### config.mk
export PLATFORM = sky130hd
export DESIGN_NAME = globefish_qspi_xip
export DESIGN_NICKNAME = d
export VERILOG_FILES = /design/src/rtl/globefish_qspi_pkg.sv /design/src/rtl/globefish_qspi_shreg.sv /design/src/rtl/globefish_qspi_xip.sv
export SDC_FILE = /design/constraint.sdc
export NUM_CORES = 1
export LEC_CHECK = 0
export CORE_MARGIN = 8
export CORE_UTILIZATION = 30
export CTS_CLUSTER_DIAMETER = 80
export CTS_CLUSTER_SIZE = 25
export DETAILED_ROUTE_END_ITERATION = 16
export PLACE_DENSITY = 0.49
export REMOVE_ABC_BUFFERS = 1
export SETUP_SLACK_MARGIN = 0.02
export SYNTH_ARGS = -nofsm -noshare
export SYNTH_HDL_FRONTEND = slang
export SYNTH_SLANG_ARGS = --single-unit
### constraint.sdc
create_clock -name clk_i -period 2.9 [get_ports clk_i]
set_input_delay 0.58 -clock clk_i [delete_from_list [all_inputs] [get_ports clk_i]]
set_output_delay 0.58 -clock clk_i [all_outputs]
set_load 0.005 [all_outputs]
### src/rtl/globefish_qspi_pkg.sv
// rtl/globefish_qspi_pkg.sv - shared constants, state enum and byte-select helpers for the QSPI XIP controller
package globefish_qspi_pkg;

    localparam logic [7:0] OP_READ  = 8'hEB;
    localparam logic [7:0] OP_WRITE = 8'h38;
    localparam int CMD_LEN  = 8;
    localparam int ADDR_LEN = 6;

    typedef enum logic [2:0] {
        ST_IDLE,
        ST_CMD,
        ST_ADDR,
        ST_DUMMY,
        ST_DATA,
        ST_DONE,
        ST_GAP
    } qspi_state_e;

    function automatic logic [1:0] sel_low(input logic [3:0] sel);
        logic [1:0] lo;
        lo = 2'd0;
        if (sel[0])      lo = 2'd0;
        else if (sel[1]) lo = 2'd1;
        else if (sel[2]) lo = 2'd2;
        else if (sel[3]) lo = 2'd3;
        return lo;
    endfunction

    function automatic logic [2:0] sel_count(input logic [3:0] sel);
        return 3'(sel[0]) + 3'(sel[1]) + 3'(sel[2]) + 3'(sel[3]);
    endfunction

    // Non-zero and a single run of ones.
    function automatic logic sel_valid(input logic [3:0] sel);
        logic ok;
        case (sel)
            4'b0001, 4'b0010, 4'b0100, 4'b1000,
            4'b0011, 4'b0110, 4'b1100,
            4'b0111, 4'b1110, 4'b1111: ok = 1'b1;
            default:                   ok = 1'b0;
        endcase
        return ok;
    endfunction

    function automatic logic [31:0] bswap32(input logic [31:0] w);
        return {w[7:0], w[15:8], w[23:16], w[31:24]};
    endfunction

endpackage

### src/rtl/globefish_qspi_shreg.sv
// rtl/globefish_qspi_shreg.sv - serial-out shift register (single/quad) and quad-in byte-lane assembler
module globefish_qspi_shreg
    import globefish_qspi_pkg::*;
(
    input  logic        clk,
    input  logic        rst_n,
    input  logic        load,
    input  logic [31:0] load_val,
    input  logic        shift,
    input  logic        quad,
    input  logic        capture,
    input  logic [3:0]  ser_in,
    output logic [3:0]  ser_out,
    output logic [31:0] rx_word
);

    logic [31:0] tx;
    logic [31:0] rx;

    always_ff @(posedge clk or negedge rst_n) begin
        if (!rst_n) begin
            tx <= 32'h0;
            rx <= 32'h0;
        end else begin
            if (load)
                tx <= load_val;
            else if (shift)
                tx <= quad ? {tx[27:0], 4'h0} : {tx[30:0], 1'b0};
            if (capture)
                rx <= {rx[27:0], ser_in};
        end
    end

    assign ser_out = quad ? tx[31:28] : {3'b000, tx[31]};
    // The first byte received lands in rx[31:24]; swapping puts it on lane 0.
    assign rx_word = bswap32(rx);

endmodule

### src/rtl/globefish_qspi_xip.sv
// rtl/globefish_qspi_xip.sv - Wishbone to QSPI execute-in-place controller for flash ROM and PSRAM
module globefish_qspi_xip
    import globefish_qspi_pkg::*;
#(
    parameter int ROM_DUMMY = 6,
    parameter int RAM_DUMMY = 6
) (
    input  logic        clk_i,
    input  logic        rst_in,
    input  logic        wb_cyc_i,
    input  logic        wb_stb_i,
    input  logic        wb_we_i,
    input  logic [24:0] wb_adr_i,
    input  logic [3:0]  wb_sel_i,
    input  logic [31:0] wb_dat_i,
    output logic [31:0] wb_dat_o,
    output logic        wb_ack_o,
    output logic        wb_err_o,
    output logic        qspi_mem_cs_rom_on,
    output logic        qspi_mem_cs_ram_on,
    output logic        qspi_mem_sck_o,
    output logic [3:0]  qspi_mem_sd_o,
    output logic [3:0]  qspi_mem_oen_o,
    input  logic [3:0]  qspi_mem_sd_i
);

    qspi_state_e state, state_d;
    logic [7:0]  cnt, cnt_d;
    logic        sck_d, ack_d, err_d;
    logic        latch;

    logic        ram_q, we_q, bad_q;
    logic [23:0] addr_q;
    logic [31:0] wdat_q;
    logic [2:0]  n_q;

    logic        req, req_bad;
    logic [1:0]  req_lo;
    logic [7:0]  dummy_len;
    logic        in_txn;

    logic        tx_load, tx_shift, rx_cap, quad;
    logic [31:0] tx_val;
    logic [3:0]  shreg_sd;

    assign req       = wb_cyc_i & wb_stb_i;
    assign req_lo    = sel_low(wb_sel_i);
    assign req_bad   = !sel_valid(wb_sel_i) || (wb_we_i && !wb_adr_i[24]);
    assign dummy_len = ram_q ? 8'(RAM_DUMMY) : 8'(ROM_DUMMY);
    assign quad      = (state != ST_CMD);
    assign in_txn    = (state == ST_CMD) || (state == ST_ADDR) ||
                       (state == ST_DUMMY) || (state == ST_DATA);

    always_ff @(posedge clk_i or negedge rst_in) begin
        if (!rst_in) begin
            state          <= ST_IDLE;
            cnt            <= 8'd0;
            qspi_mem_sck_o <= 1'b0;
            wb_ack_o       <= 1'b0;
            wb_err_o       <= 1'b0;
            ram_q          <= 1'b0;
            we_q           <= 1'b0;
            bad_q          <= 1'b0;
            addr_q         <= 24'h0;
            wdat_q         <= 32'h0;
            n_q            <= 3'd0;
        end else begin
            state          <= state_d;
            cnt            <= cnt_d;
            qspi_mem_sck_o <= sck_d;
            wb_ack_o       <= ack_d;
            wb_err_o       <= err_d;
            if (latch) begin
                ram_q  <= wb_adr_i[24];
                we_q   <= wb_we_i;
                bad_q  <= req_bad;
                addr_q <= (wb_adr_i[23:0] & 24'hFFFFFC) | {22'h0, req_lo};
                // Pre-arrange write bytes so the lowest enabled lane leaves first.
                wdat_q <= bswap32(wb_dat_i >> {req_lo, 3'b000});
                n_q    <= sel_count(wb_sel_i);
            end
        end
    end

    always_comb begin
        state_d  = state;
        cnt_d    = cnt;
        sck_d    = 1'b0;
        ack_d    = 1'b0;
        err_d    = 1'b0;
        latch    = 1'b0;
        tx_load  = 1'b0;
        tx_val   = 32'h0;
        tx_shift = 1'b0;
        rx_cap   = 1'b0;
        case (state)
            ST_IDLE: begin
                if (req) begin
                    latch = 1'b1;
                    if (req_bad) begin
                        state_d = ST_DONE;
                        cnt_d   = 8'd1;
                    end else begin
                        state_d = ST_CMD;
                        cnt_d   = 8'(CMD_LEN - 1);
                        tx_load = 1'b1;
                        tx_val  = {(wb_we_i ? OP_WRITE : OP_READ), 24'h0};
                    end
                end
            end
            ST_CMD, ST_ADDR, ST_DUMMY, ST_DATA: begin
                sck_d = !qspi_mem_sck_o;
                // Everything advances on the edge that ends the SCK high phase.
                if (qspi_mem_sck_o) begin
                    rx_cap = (state == ST_DATA) && !we_q;
                    if (cnt != 8'd0) begin
                        cnt_d    = cnt - 8'd1;
                        tx_shift = 1'b1;
                    end else if (state == ST_CMD) begin
                        state_d = ST_ADDR;
                        cnt_d   = 8'(ADDR_LEN - 1);
                        tx_load = 1'b1;
                        tx_val  = {addr_q, 8'h0};
                    end else if (state == ST_ADDR) begin
                        if (we_q) begin
                            state_d = ST_DATA;
                            cnt_d   = {4'h0, n_q, 1'b0} - 8'd1;
                            tx_load = 1'b1;
                            tx_val  = wdat_q;
                        end else if (dummy_len != 8'd0) begin
                            state_d = ST_DUMMY;
                            cnt_d   = dummy_len - 8'd1;
                        end else begin
                            state_d = ST_DATA;
                            cnt_d   = 8'd7;
                        end
                    end else if (state == ST_DUMMY) begin
                        state_d = ST_DATA;
                        cnt_d   = 8'd7;
                    end else begin
                        state_d = ST_DONE;
                        cnt_d   = 8'd1;
                    end
                end
            end
            ST_DONE: begin
                if (cnt == 8'd0) begin
                    state_d = ST_GAP;
                    ack_d   = !bad_q;
                    err_d   = bad_q;
                end else begin
                    cnt_d = cnt - 8'd1;
                end
            end
            ST_GAP:  state_d = ST_IDLE;
            default: state_d = ST_IDLE;
        endcase
    end

    always_comb begin
        qspi_mem_sd_o  = 4'h0;
        qspi_mem_oen_o = 4'h0;
        case (state)
            ST_CMD: begin
                qspi_mem_sd_o  = shreg_sd;
                qspi_mem_oen_o = 4'b0001;
            end
            ST_ADDR: begin
                qspi_mem_sd_o  = shreg_sd;
                qspi_mem_oen_o = 4'b1111;
            end
            ST_DATA: begin
                if (we_q) begin
                    qspi_mem_sd_o  = shreg_sd;
                    qspi_mem_oen_o = 4'b1111;
                end
            end
            default: ;
        endcase
    end

    assign qspi_mem_cs_rom_on = !(in_txn && !ram_q);
    assign qspi_mem_cs_ram_on = !(in_txn && ram_q);

    globefish_qspi_shreg u_shreg (
        .clk      (clk_i),
        .rst_n    (rst_in),
        .load     (tx_load),
        .load_val (tx_val),
        .shift    (tx_shift),
        .quad     (quad),
        .capture  (rx_cap),
        .ser_in   (qspi_mem_sd_i),
        .ser_out  (shreg_sd),
        .rx_word  (wb_dat_o)
    );

endmodule

==> impl_metrics.tcl <==
set metrics [dict create \
    diodes 0 \
    rows 56 \
    drt_iter0_markers 304 \
    synthFlopType "dfrtp_1" \
    r2r_end "cnt[7]" \
    fin_worst_hold_slack_ps 77.5 \
    cp-start-kind "register" \
    worst_slew_pin_slew_ps 649 \
    track_usage_pct 14.4 \
    wl_per_cell_um 17.5 \
    grt_first_pass_wirelength_um 33000 \
    synth_seq_area_share_pct 48.9 \
    via_per_inst 4.98 \
    clock.fmax_mhz 361 \
    critical_path_class "register to output port" \
    clk_path_buf_depth 2 \
    die_area_um2 29100 \
    slew_violations 0 \
    start_util_pct 30.5 \
    globalRoute.totalOverflow 0 \
    period_share_pct 95.6 \
    syn-cell-area_um2 7160 \
    worst_slack_ps 126 \
    power_switching_w 0.00106 \
    synthArstFlopShare_pct 100 \
    hold_path.class "input pin to asynchronous set/reset pin" \
    run_status "complete, no violations" \
    die_h_um 171 \
    crit_path_start "state[1]" \
    holdBufCountCts 0 \
    yosys_warnings 0 \
    firstDrtPassIters 5 \
    dp_hpwl_um 14800 \
    pwr-share-comb_pct 6.8 \
    powerDensity_nw_per_um2 484 \
    required_ps 2320 \
    drt_wl_total_um 20300 \
    gp_congestion 0.827 \
    drive_gt1_share_pct 16.6 \
    fin_nets 909 \
    cts_tree "yes" \
    dr_total_vias 5791 \
    power.clock.fraction_pct 48.9 \
    route.detailed.drc 0 \
    fin_cells 1163 \
    switching_share_pct 23.2 \
    die_w_um 171 \
    cts_buffers 17 \
    setup_tns_ps 0 \
    power.leakage_nw 4.51 \
    grt_antenna_before_repair 0 \
    setup_viol 0 \
    rsz0062_at_grt "false" \
    p_seq_share_pct 44.3 \
    ys_seq_elements 140 \
    stdcell_area_um2 9440 \
    worstSetupEndpointType "output port" \
    dp.cells 1130 \
    regToRegStartpoint "cnt[0]" \
    grt_max_degree 61 \
    portBuffers 112 \
    reg2reg_setup_slack_ps 390 \
    root_buffer "clkbuf_16" \
    slew_headroom_pct 56.5 \
    finClkSkew_ps 11.8 \
    insertion_delay_ps 420 \
    core_area_um2 23500 \
    hold_viol_final 0 \
    io_pins 115 \
    ant_nets 0 \
    post_dp_cell_area_um2 8800 \
    cts_max_level 4 \
    synth-edff-count 0 \
    area_delta_synth_final_pct 31.8 \
    cts.clk_slew.worst_paths_ps 60 \
    avgSynthCellArea_um2 10.0 \
    ir_drop_mv 0.347 \
    fin_crit_ps 2770 \
    timing.critical_path.fanout_max 10 \
    reg2regPathDepth 7 \
    pre_cts_ws_ps 123 \
    synthDistinctLibCells 60 \
    cap_violations 0 \
    p_int_w 0.00351 \
    clock-sinks 140 \
    grt_pass1_vias 6056 \
    synth_cells 713 \
    arrival_ps 2190 \
]
==> worst max path at each step <==
stage,slack (ps),end
floorplan,-2010,qspi_mem_sd_o[0]
global placement,160,u_shreg.tx[0]
detailed placement,120,u_shreg.tx[0]
CTS,20,qspi_mem_cs_rom_on
global route,20,qspi_mem_sd_o[1]
finish,130,qspi_mem_cs_rom_on
==> placed cells by master, fill, tap and decap left out, types with 4 or more instances in the layout <==
cell type / n
a22o_1: 34
o22ai_1: 6
or2_2: 7
a32oi_1: 4
clkdlybuf4s50_1: 111
mux2i_1: 43
ha_1: 7
clkbuf_16: 17
o2bb2ai_1: 18
a21oi_1: 33
nand2_1: 139
a31oi_1: 4
dfrtp_1: 139
inv_1: 17
buf_12: 4
nand2b_1: 4
o21ai_0: 39
nor2_1: 43
nor3_1: 6
nor2b_1: 6
buf_4: 30
and2_1: 4
mux2_2: 46
a22oi_1: 9
==> metal layers <==
| layer | vias to the layer above | GRT usage, % | wire (µm) | share of wire [%] |
|---|---|---|---|---|
| met5 | - | 0 | 0 | 0 |
| met4 | 0 | 4.77 | 401 | 2.0 |
| met3 | 28 | 3.34 | 963 | 4.7 |
| met2 | 141 | 23.3 | 9610 | 47 |
| met1 | 2856 | 18.7 | 9380 | 46 |
| li1 | 2766 | - | - | - |
==> flip-flops by register name (all words and copies together) (netlist names) <==
name            count
n_q                 3
wb_ack_o            1
bad_q               1
u_shreg.tx         32
ram_q               1
cnt                 8
u_shreg.rx         32
qspi_mem_sck_o      1
wb_err_o            1
wdat_q             32
we_q                1
state               3
addr_q             24
==> power by group through the flow <==
stage	clock, W	sequential [W]	combinational [W]
2_1_floorplan	0	0.00205	0.000118
3_3_place_gp	0	0.00206	0.000313
3_5_place_dp	0	0.00206	0.000317
4_1_cts	0.00228	0.00203	0.000319
5_1_grt	0.00236	0.00203	0.000349
6_report	0.00223	0.00203	0.000312
==> area by class of cell <==
class	count	area [µm²]
flip-flops and latches	140	3500
well taps	319	399
multi-input cells	508	3430
fillers	2282	14000
repair buffers	147	1440
inverters	17	63.8
clock inverters	11	133
clock buffers	21	470
==> synth_stat cells, types with 2 or more instances <==
cell | instances | share of area, %
a211o_1 | 3 | 0.37
a211oi_1 | 3 | 0.31
a21o_1 | 3 | 0.31
a21oi_1 | 34 | 2.4
a221o_1 | 2 | 0.28
a22o_1 | 34 | 4.2
a22oi_1 | 9 | 0.94
a31oi_1 | 4 | 0.35
a32o_1 | 2 | 0.28
a32oi_1 | 4 | 0.49
and2_1 | 5 | 0.44
and3_1 | 2 | 0.17
and3b_1 | 2 | 0.24
buf_1 | 7 | 0.37
buf_2 | 9 | 0.63
buf_4 | 2 | 0.21
buf_6 | 2 | 0.31
clkbuf_1 | 28 | 1.5
dfrtp_1 | 140 | 49
ha_1 | 7 | 1.2
inv_1 | 17 | 0.89
mux2_2 | 46 | 7.2
mux2i_1 | 43 | 6.0
mux4_2 | 3 | 0.94
nand2_1 | 139 | 7.3
nand2b_1 | 4 | 0.35
nand3_1 | 2 | 0.14
nor2_1 | 45 | 2.4
nor2b_1 | 7 | 0.61
nor3_1 | 6 | 0.42
nor3b_1 | 2 | 0.21
o211a_1 | 2 | 0.28
o21ai_0 | 39 | 2.7
o22ai_1 | 6 | 0.52
o2bb2ai_1 | 18 | 2.2
or2_2 | 6 | 0.52
or3_1 | 3 | 0.26
==> logic make-up after synthesis <==
kind of cell | count (synthesis) | share of synthesized area, %
buffers and inverters | 65 | 3.88
AO/OA/AOI/OAI | 175 | 17.0
XOR/XNOR | 1 | 0.122
AND/OR/NAND/NOR | 232 | 14.4
multiplexers | 92 | 14.2
adder cells (fa/ha/maj) | 8 | 1.50
flip-flops | 140 | 48.9
==> critical path, stage by stage, from the launching register on <==
cell,delay [ps]
dfrtp_2,440
buf_4,190
or3_4,400
and2_4,190
nand2b_1,60
clkdlybuf4s50_1,500
==> through the flow <==
stage | total power, W | util, %
after floorplan | 0.00217 | -
after CTS | 0.00463 | 40.1
after detailed placement | 0.00238 | 37.5
after global placement | 0.00237 | 37.5
after global routing | 0.00474 | 40.2
final | 0.00457 | 40.2
==> what timing repair did <==
action	4_1_cts	5_1_grt
cloned	0	0
gates resized for setup	4	5
setup endpoints to repair	5	8
setup buffers	1	0
(Power assumes the default switching activity.)
